### config.mk
export PLATFORM = sky130hd
export DESIGN_NAME = blink_sequencer
export DESIGN_NICKNAME = d
export VERILOG_FILES = /design/src/rtl/blink_pkg.sv /design/src/rtl/blink_timer.sv /design/src/rtl/blink_sequencer.sv
export SDC_FILE = /design/constraint.sdc
export NUM_CORES = 1
export LEC_CHECK = 0
export ABC_AREA = 1
export ABC_CLOCK_PERIOD_IN_PS = 6600
export CORE_UTILIZATION = 63
export CTS_CLUSTER_SIZE = 24
export DETAILED_ROUTE_END_ITERATION = 12
export PLACE_DENSITY = 0.95
export SLEW_MARGIN = 20
export SYNTH_ARGS = -nofsm -noshare
export SYNTH_HDL_FRONTEND = slang
export SYNTH_HIERARCHICAL = 1
export SYNTH_SLANG_ARGS = --single-unit
### constraint.sdc
create_clock -name system1000 -period 6.6 [get_ports system1000]
set_input_delay 0.66 -clock system1000 [delete_from_list [all_inputs] [get_ports system1000]]
set_output_delay 0.66 -clock system1000 [all_outputs]
set_load 0.1 [all_outputs]
### src/rtl/blink_pkg.sv
// Shared types and default constants for the LED blink sequencer.
package blink_pkg;

  localparam int CNT_W_DEF      = 16;
  localparam int NUM_W_DEF      = 4;
  localparam int GAP_CYCLES_DEF = 1000;

  // Sequencer states; IDLE is the only state in which a command is taken.
  typedef enum logic [1:0] {
    IDLE = 2'd0,
    ON   = 2'd1,
    OFF  = 2'd2,
    GAP  = 2'd3
  } blink_state_t;

  // Command layout at the default widths, as presented by a host register.
  // 'repeat' is a language keyword, hence repeat_en.
  typedef struct packed {
    logic [CNT_W_DEF-1:0] on;
    logic [CNT_W_DEF-1:0] off;
    logic [NUM_W_DEF-1:0] count;
    logic                 repeat_en;
  } blink_cmd_t;

endpackage

### src/rtl/blink_timer.sv
// Loadable down-counter shared by all timed sequencer states.
// Holds at zero instead of wrapping; load wins over counting.
module blink_timer
  import blink_pkg::*;
#(
  parameter int CNT_W = CNT_W_DEF
) (
  input  logic             clk,
  input  logic             rstn,
  input  logic             load,
  input  logic             enable,
  input  logic [CNT_W-1:0] load_val,
  output logic             zero
);

  logic [CNT_W-1:0] count_r;

  // Down-counter register: synchronous clear, load, or saturating decrement.
  always_ff @(posedge clk) begin
    if (!rstn) begin
      count_r <= {CNT_W{1'b0}};
    end else if (load) begin
      count_r <= load_val;
    end else if (enable && (count_r != {CNT_W{1'b0}})) begin
      count_r <= count_r - CNT_W'(1);
    end else begin
      count_r <= count_r;
    end
  end

  assign zero = (count_r == {CNT_W{1'b0}});

endmodule

### src/rtl/blink_sequencer.sv
// Blink sequencer: turns queued on/off/count/repeat commands into the
// registered LED drive plus busy/done status for the blinker datapath.
module blink_sequencer
  import blink_pkg::*;
#(
  parameter int CNT_W      = CNT_W_DEF,
  parameter int NUM_W      = NUM_W_DEF,
  parameter int GAP_CYCLES = GAP_CYCLES_DEF
) (
  input  logic             system1000,
  input  logic             system1000_rstn,
  input  logic             cmd_valid,
  output logic             cmd_ready,
  input  logic [CNT_W-1:0] cmd_on,
  input  logic [CNT_W-1:0] cmd_off,
  input  logic [NUM_W-1:0] cmd_count,
  input  logic             cmd_repeat,
  input  logic             abort,
  output logic             led,
  output logic             busy,
  output logic             done
);

  // Same fields as blink_cmd_t, sized by this instance's parameters.
  typedef struct packed {
    logic [CNT_W-1:0] on;
    logic [CNT_W-1:0] off;
    logic [NUM_W-1:0] count;
    logic             repeat_en;
  } cmd_t;

  localparam logic [CNT_W-1:0] GAP_LOAD = CNT_W'(GAP_CYCLES - 1);

  blink_state_t     state_r;
  blink_state_t     next_state_s;
  cmd_t             cmd_r;
  logic [NUM_W-1:0] pulses_r;
  logic             led_r;
  logic             busy_r;
  logic             done_r;

  logic             accept_s;
  logic             pulse_dec_s;
  logic             pulse_reload_s;
  logic             discard_s;
  logic             done_s;
  logic             timer_load_s;
  logic [CNT_W-1:0] timer_val_s;
  logic             timer_zero_s;
  logic [CNT_W-1:0] on_clamp_s;
  logic [CNT_W-1:0] off_clamp_s;

  // Zero durations behave as one cycle so every state lasts at least a cycle.
  assign on_clamp_s  = (cmd_on  == {CNT_W{1'b0}}) ? CNT_W'(1) : cmd_on;
  assign off_clamp_s = (cmd_off == {CNT_W{1'b0}}) ? CNT_W'(1) : cmd_off;

  assign cmd_ready = (state_r == IDLE) && !abort;

  blink_timer #(
    .CNT_W (CNT_W)
  ) u_timer (
    .clk      (system1000),
    .rstn     (system1000_rstn),
    .load     (timer_load_s),
    .enable   (state_r != IDLE),
    .load_val (timer_val_s),
    .zero     (timer_zero_s)
  );

  // Next-state, timer reload and pulse-counter control; abort overrides all.
  always_comb begin
    next_state_s   = state_r;
    accept_s       = 1'b0;
    pulse_dec_s    = 1'b0;
    pulse_reload_s = 1'b0;
    discard_s      = 1'b0;
    done_s         = 1'b0;
    timer_load_s   = 1'b0;
    timer_val_s    = {CNT_W{1'b0}};
    case (state_r)
      IDLE: begin
        if (cmd_valid && !abort) begin
          accept_s = 1'b1;
          if (cmd_count == {NUM_W{1'b0}}) begin
            done_s = 1'b1;
          end else begin
            next_state_s = ON;
            timer_load_s = 1'b1;
            timer_val_s  = on_clamp_s - CNT_W'(1);
          end
        end else begin
          next_state_s = IDLE;
        end
      end
      ON: begin
        if (abort) begin
          next_state_s = IDLE;
          discard_s    = 1'b1;
        end else if (timer_zero_s) begin
          next_state_s = OFF;
          timer_load_s = 1'b1;
          timer_val_s  = cmd_r.off - CNT_W'(1);
        end else begin
          next_state_s = ON;
        end
      end
      OFF: begin
        if (abort) begin
          next_state_s = IDLE;
          discard_s    = 1'b1;
        end else if (timer_zero_s) begin
          if (pulses_r > NUM_W'(1)) begin
            next_state_s = ON;
            pulse_dec_s  = 1'b1;
            timer_load_s = 1'b1;
            timer_val_s  = cmd_r.on - CNT_W'(1);
          end else if (cmd_r.repeat_en) begin
            next_state_s = GAP;
            pulse_dec_s  = 1'b1;
            timer_load_s = 1'b1;
            timer_val_s  = GAP_LOAD;
          end else begin
            next_state_s = IDLE;
            pulse_dec_s  = 1'b1;
            done_s       = 1'b1;
          end
        end else begin
          next_state_s = OFF;
        end
      end
      GAP: begin
        if (abort) begin
          next_state_s = IDLE;
          discard_s    = 1'b1;
        end else if (timer_zero_s) begin
          next_state_s   = ON;
          pulse_reload_s = 1'b1;
          timer_load_s   = 1'b1;
          timer_val_s    = cmd_r.on - CNT_W'(1);
        end else begin
          next_state_s = GAP;
        end
      end
      default: begin
        next_state_s = IDLE;
        discard_s    = 1'b1;
      end
    endcase
  end

  // State, latched command, pulse counter and registered status outputs.
  always_ff @(posedge system1000) begin
    if (!system1000_rstn) begin
      state_r  <= IDLE;
      cmd_r    <= '{on: {CNT_W{1'b0}}, off: {CNT_W{1'b0}},
                    count: {NUM_W{1'b0}}, repeat_en: 1'b0};
      pulses_r <= {NUM_W{1'b0}};
      led_r    <= 1'b0;
      busy_r   <= 1'b0;
      done_r   <= 1'b0;
    end else begin
      state_r <= next_state_s;
      led_r   <= (next_state_s == ON);
      busy_r  <= (next_state_s != IDLE);
      done_r  <= done_s;
      if (accept_s) begin
        cmd_r    <= '{on: on_clamp_s, off: off_clamp_s,
                      count: cmd_count, repeat_en: cmd_repeat};
        pulses_r <= cmd_count;
      end else if (discard_s) begin
        cmd_r    <= '{on: {CNT_W{1'b0}}, off: {CNT_W{1'b0}},
                      count: {NUM_W{1'b0}}, repeat_en: 1'b0};
        pulses_r <= {NUM_W{1'b0}};
      end else if (pulse_reload_s) begin
        pulses_r <= cmd_r.count;
      end else if (pulse_dec_s) begin
        pulses_r <= pulses_r - NUM_W'(1);
      end else begin
        pulses_r <= pulses_r;
      end
    end
  end

  assign led  = led_r;
  assign busy = busy_r;
  assign done = done_r;

endmodule

### Word level (Yosys, flattened, before mapping)

Cells that the tools add are included.
Widths: inputs -> output; s select.

* add/sub/neg operators: 5
* order comparisons: 1
* eq/ne operators: 4
* multiplexer cells: 54
* reductions and logical operators: 17

Operators with widths (number)
* $mux 16: 13
* $mux 37: 2
* $pmux 16 s4: 1
* $sub 16x1->16 const B: 4
* $logic_not 16->1: 3
* $mux 1: 20
* $mux 2: 10
* $mux 4: 4
* $reduce_bool 16->1: 1
* $mux 10: 1
* $pmux 2 s4: 1
* $reduce_bool 2->1: 4
* $eq 2x1->1 const B: 2
* $eq 2x2->1 const B: 2
* $gt 4x1->1 const B: 1
* $logic_not 4->1: 1
* $reduce_bool 4->1: 1
* $sub 4x1->4 const B: 1
* $logic_and 1x1->1: 3
* $pmux 1 s3: 1
* $reduce_or 3->1: 1
* $logic_not 2->1: 1
* $pmux 1 s2: 1
* $reduce_or 2->1: 1
* $logic_not 1->1: 1

* flip-flop bits (word level): 62
* bits of input ports: 41

### Depth between registers and ports, before layout

* depth after elaboration: 8
* mapped depth: 18
* gate-level depth less buffers: 18

### By module

The synthesis kept the hierarchy.

Modules (own cells, without submodules)
* blink_sequencer: instances 1, cells each 552, area each 3403.3 µm², sequential area each 920.9 µm²
* blink_timer: instances 1, cells each 220, area each 1206.2 µm², sequential area each 320.3 µm²

### Worst setup path after synthesis

No wires, ideal clock.

* path kind: register to register
* from: register u_timer.count_r[0]
* to: register u_timer.count_r[7]
* setup time: 0.113 ns
* data arrival time: 2.557 ns
* data required time: 6.487 ns
* slack: 3.930 ns
* stages on the path, launching flop included: 17
* clock period less this slack: 2.670 ns
* cell sequence: dfxtp_1 > inv_1 > ha_1 > nand2_2 > nor2_2 > nand2_1 > nor4_1 > nand2_2 > nor2_2 > o21ai_1 > o211ai_1 > clkinv_1 > clkbuf_1 > nand3_1 > nand2_1 > nor2_1 > nor2_1

* longest elaborated chain between the ends: 5

RTL lines
* start, declared: line blink_timer.sv:16 `logic [CNT_W-1:0] count_r;`
* start signal, assigned: line blink_timer.sv:21 `count_r <= {CNT_W{1'b0}};`
* start signal, assigned: line blink_timer.sv:23 `count_r <= load_val;`
* start signal, assigned: line blink_timer.sv:25 `count_r <= count_r - CNT_W'(1);`
* $logic_not 16->1 *: line blink_timer.sv:31 `assign zero = (count_r == {CNT_W{1'b0}});`
* net timer_zero_s: line blink_sequencer.sv:49 `logic timer_zero_s;`
* $mux 1, on equally long branches: line blink_sequencer.sv:99, blink_sequencer.sv:135, blink_sequencer.sv:111
* $mux 1, on equally long branches: line blink_sequencer.sv:132, blink_sequencer.sv:108
* $pmux 1 s3 *: line blink_sequencer.sv:80 `case (state_r)`
* net timer_load_s: line blink_sequencer.sv:47 `logic timer_load_s;`
* $mux 16 / $reduce_bool 2->1 (equally long branches)

The timed path passes the listed nets; every way through them passes the cells marked *. The select of a mux whose other input is x is not followed.
A chain may end at the register's enable or synchronous reset.

### Worst setup path after layout

Same ends and word-level chain as after synthesis.

==> impl_metrics.env <==
export IMPL_setup_worst_path_class="reg2reg"
export IMPL_syn_num_nets=819
export IMPL_worstSetupStartpoint="u_timer/count_r[0]"
export IMPL_antenna_cells=0
export IMPL_dieArea_sq_um=7662
export IMPL_synth_top_cell_by_area="dfxtp_1"
export IMPL_ant_nets=0
export IMPL_num_rows=30
export IMPL_grt_max_degree=43
export IMPL_cts_sinks=62
export IMPL_cts_path_max_buffers=2
export IMPL_synth_area_leaders="dfxtp_1, nand2_1, nor2_1"
export IMPL_p_per_area_nw_per_um2=213.3
export IMPL_post_synth_num_cell_types=42
export IMPL_drive_gt1_frac=0.08231
export IMPL_firstDrtPassIters=5
export IMPL_leakage_nw=2.375
export IMPL_finalSetupTns_ns=0
export IMPL_final_area_sq_um=5239
export IMPL_ios=45
export IMPL_finalCritPeriodShare=0.6485
export IMPL_grt_pass1_vias=4714
export IMPL_hp_class="reg2reg"
export IMPL_reg2regPathDepth=15
export IMPL_worstMarginPinSlew_ns=0.9584
export IMPL_hp_start="cmd_r[22]"
export IMPL_required_ns=6.83
export IMPL_fmaxAchievable_mhz=233.6
export IMPL_yosysMostFrequentCell="nand2_1"
export IMPL_hold_buffers=0
export IMPL_syn_area_per_cell_sq_um=5.971
export IMPL_vias=5078
export IMPL_crit_slowest_cell="clkinv_1"
export IMPL_syn_inst=772
export IMPL_slowest_delay_ns=0.87
export IMPL_whs_path_depth=2
export IMPL_die_h_um=87.54
export IMPL_start_util=0.6638
export IMPL_clk_pin_slew_ns=0.07
export IMPL_ys_warn_count=6
export IMPL_portBuffers=44
export IMPL_grtUsageMet3=0.07352
export IMPL_drt_iter0_drc=327
export IMPL_setup_viol=0
export IMPL_outcome="finished, final reports clean"
export IMPL_grt_util_met2=0.6207
export IMPL_die_w_um=87.54
export IMPL_worst_slack_ns=2.320
export IMPL_path_buf_inv=3
export IMPL_post_place_ws_ns=2.369
export IMPL_cts_buffers=9
export IMPL_hold_path_end="cmd_r[22]"
export IMPL_synth_edf_count=0
export IMPL_met1_usage=0.4272
export IMPL_cp_end_kind="flop"
export IMPL_num_nets_final=857
export IMPL_synth_async_sr_flop_share=0
export IMPL_crit_path_start_kind="flop"
export IMPL_reg2reg_setup_slack_ns=2.32
export IMPL_post_route_min_period_ns=4.280
export IMPL_ctsResizeCount=0
export IMPL_antenna_found_initial=0
export IMPL_grt_util_all_layers=0.3548
export IMPL_synthFlopType="dfxtp_1"
export IMPL_grt_pass1_wl_um=21270
export IMPL_routed_wl_um=12660
export IMPL_worstPathCellList="inv_1 -> ha_1 -> nand2_2 -> nor2_2 -> nand2_1 -> nor4_1 -> nand2_2 -> nor2_2 -> o21ai_1 -> o211ai_1 -> clkinv_1 -> nand2_4 -> inv_2 -> nor2_1 -> nor2_1"
export IMPL_drc_errors=0
export IMPL_htreeDepth=3
export IMPL_cts_tree="done"
export IMPL_synth_area_sq_um=4609
export IMPL_fin_skew_ns=0.008499
export IMPL_synth_top_area_frac=0.2693
export IMPL_critPathMaxFanout=26
export IMPL_place_congestion=0.9456
export IMPL_busiest_layer="met2"
export IMPL_cap_violations=0
export IMPL_viasPerCell=5.580
export IMPL_vdd_ir_drop_max_uv=145.1
export IMPL_core_area_sq_um=6944
export IMPL_synth_seq_cells=62
export IMPL_gr_total_overflow=0
export IMPL_r2r_start="u_timer/count_r[0]"
export IMPL_areaGrowthSynthToFinish_pct=13.65
export IMPL_clk_latency_ns=0.34
export IMPL_relSlewSlack=0.3590
export IMPL_hpwlAfterDp_um=9738
export IMPL_r2r_end="u_timer/count_r[7]"
export IMPL_finalHoldViolations=0
export IMPL_crit_arrival_ns=4.51
export IMPL_path_delay_family="simple AND/OR/NAND/NOR gates"
export IMPL_synth_common_cells="nand2_1, nor2_1, inv_1, nand3_1, dfxtp_1"
export IMPL_drv_slew=0
export IMPL_dpl_instance_area_sq_um=5051
export IMPL_rsz0062_at_grt="false"
export IMPL_avgRoutedWirePerCell_um=13.91
export IMPL_cts_root_buf="clkbuf_8"
export IMPL_post_cts_buffers=0
export IMPL_ys_seq_area_frac=0.2693
## cell type report
cell class                 instances  area, sq um
fill                             571         1705
clock inverter                     6        63.81
sequential                        62         1241
tap                               96        120.1
clock buffer                       9        123.9
inverter                          98        371.6
timing repair buffer              45        447.9
multi-input combinational        594         2870
## cell families after synthesis
kind of cell	count (synthesis)	share of synthesized area
AO/OA/AOI/OAI	114	0.1460
XOR/XNOR	16	0.03040
adder cells (fa/ha/maj)	6	0.01629
buffers and inverters	116	0.1080
flip-flops	62	0.2693
AND/OR/NAND/NOR	458	0.4300
## flip-flops by register name, summed over array words and instances (netlist names)
| signal | flops |
|---|---|
| busy | 1 |
| u_timer/count_r | 16 |
| led | 1 |
| state_r | 2 |
| cmd_r | 37 |
| done | 1 |
| pulses_r | 4 |
## worst max-delay path by stage
| stage | slack, ns | endpoint | cells after the start |
|---|---|---|---|
| floorplan | 3.93 | u_timer/count_r[7] | 16 |
| global placement | 2.51 | u_timer/count_r[8] | 11 |
| detailed placement | 2.37 | u_timer/count_r[8] | 11 |
| CTS | 2.38 | u_timer/count_r[8] | 13 |
| global route | 1.89 | u_timer/count_r[7] | 13 |
| finish | 2.32 | u_timer/count_r[7] | 15 |
## metal layers
layer | routed length, um | vias to the layer above | part of all wire
met4 | 395 | 0 | 0.031
met1 | 5210 | 2286 | 0.41
li1 | - | 2545 | -
met5 | 0 | - | 0
met3 | 779 | 41 | 0.062
met2 | 6269 | 206 | 0.50
## report_power, final
part	internal (W)	total [W]	switching, W
clock	0.000171	0.000331	0.000160
sequential	0.000401	0.000428	0.0000277
combinational	0.000128	0.000358	0.000230
total	0.000700	0.00112	0.000417
## through the flow
step                      cells    util  power (W)  hold slack, ns
after global placement      895  0.7274  0.0007725          0.4489
after CTS                   910  0.7544   0.001113          0.4654
after global routing        910  0.7544   0.001187          0.4899
after floorplan             772       -  0.0006945          0.4392
after detailed placement    895  0.7274  0.0007872          0.4540
final                       910  0.7544   0.001117          0.4666
## layout by cell type, fill, tap and decap left out, types with 2 or more instances in the layout
cell type | Yosys | final
o21ai_0 | 22 | 22
o21bai_1 | 4 | 4
nand3_1 | 66 | 66
nor2_4 | 2 | 2
nor3_1 | 4 | 4
clkinvlp_4 | 0 | 2
o21ai_1 | 12 | 12
xor2_1 | 11 | 11
nand3b_1 | 2 | 2
nor2_8 | 2 | 2
a21oi_2 | 11 | 11
a21oi_1 | 44 | 44
nand2_4 | 4 | 4
o211ai_1 | 7 | 7
xnor2_1 | 5 | 5
clkbuf_8 | 0 | 9
nand2_1 | 221 | 221
clkinv_2 | 1 | 3
inv_1 | 86 | 86
a31oi_1 | 5 | 5
dfxtp_1 | 62 | 62
clkdlybuf4s50_1 | 0 | 44
nand2_2 | 9 | 9
o21ai_2 | 2 | 2
ha_1 | 6 | 6
inv_2 | 9 | 9
nor2_2 | 7 | 7
nand4_1 | 13 | 13
nor2_1 | 124 | 124
nand3_2 | 2 | 2
## worst min-delay path, delay by kind of cell (launching register included)
kind,cells,cell delay (ns)
simple gates,1,0.06
compound gates,1,0.05
flops,1,0.32
(Power assumes the default switching activity.)
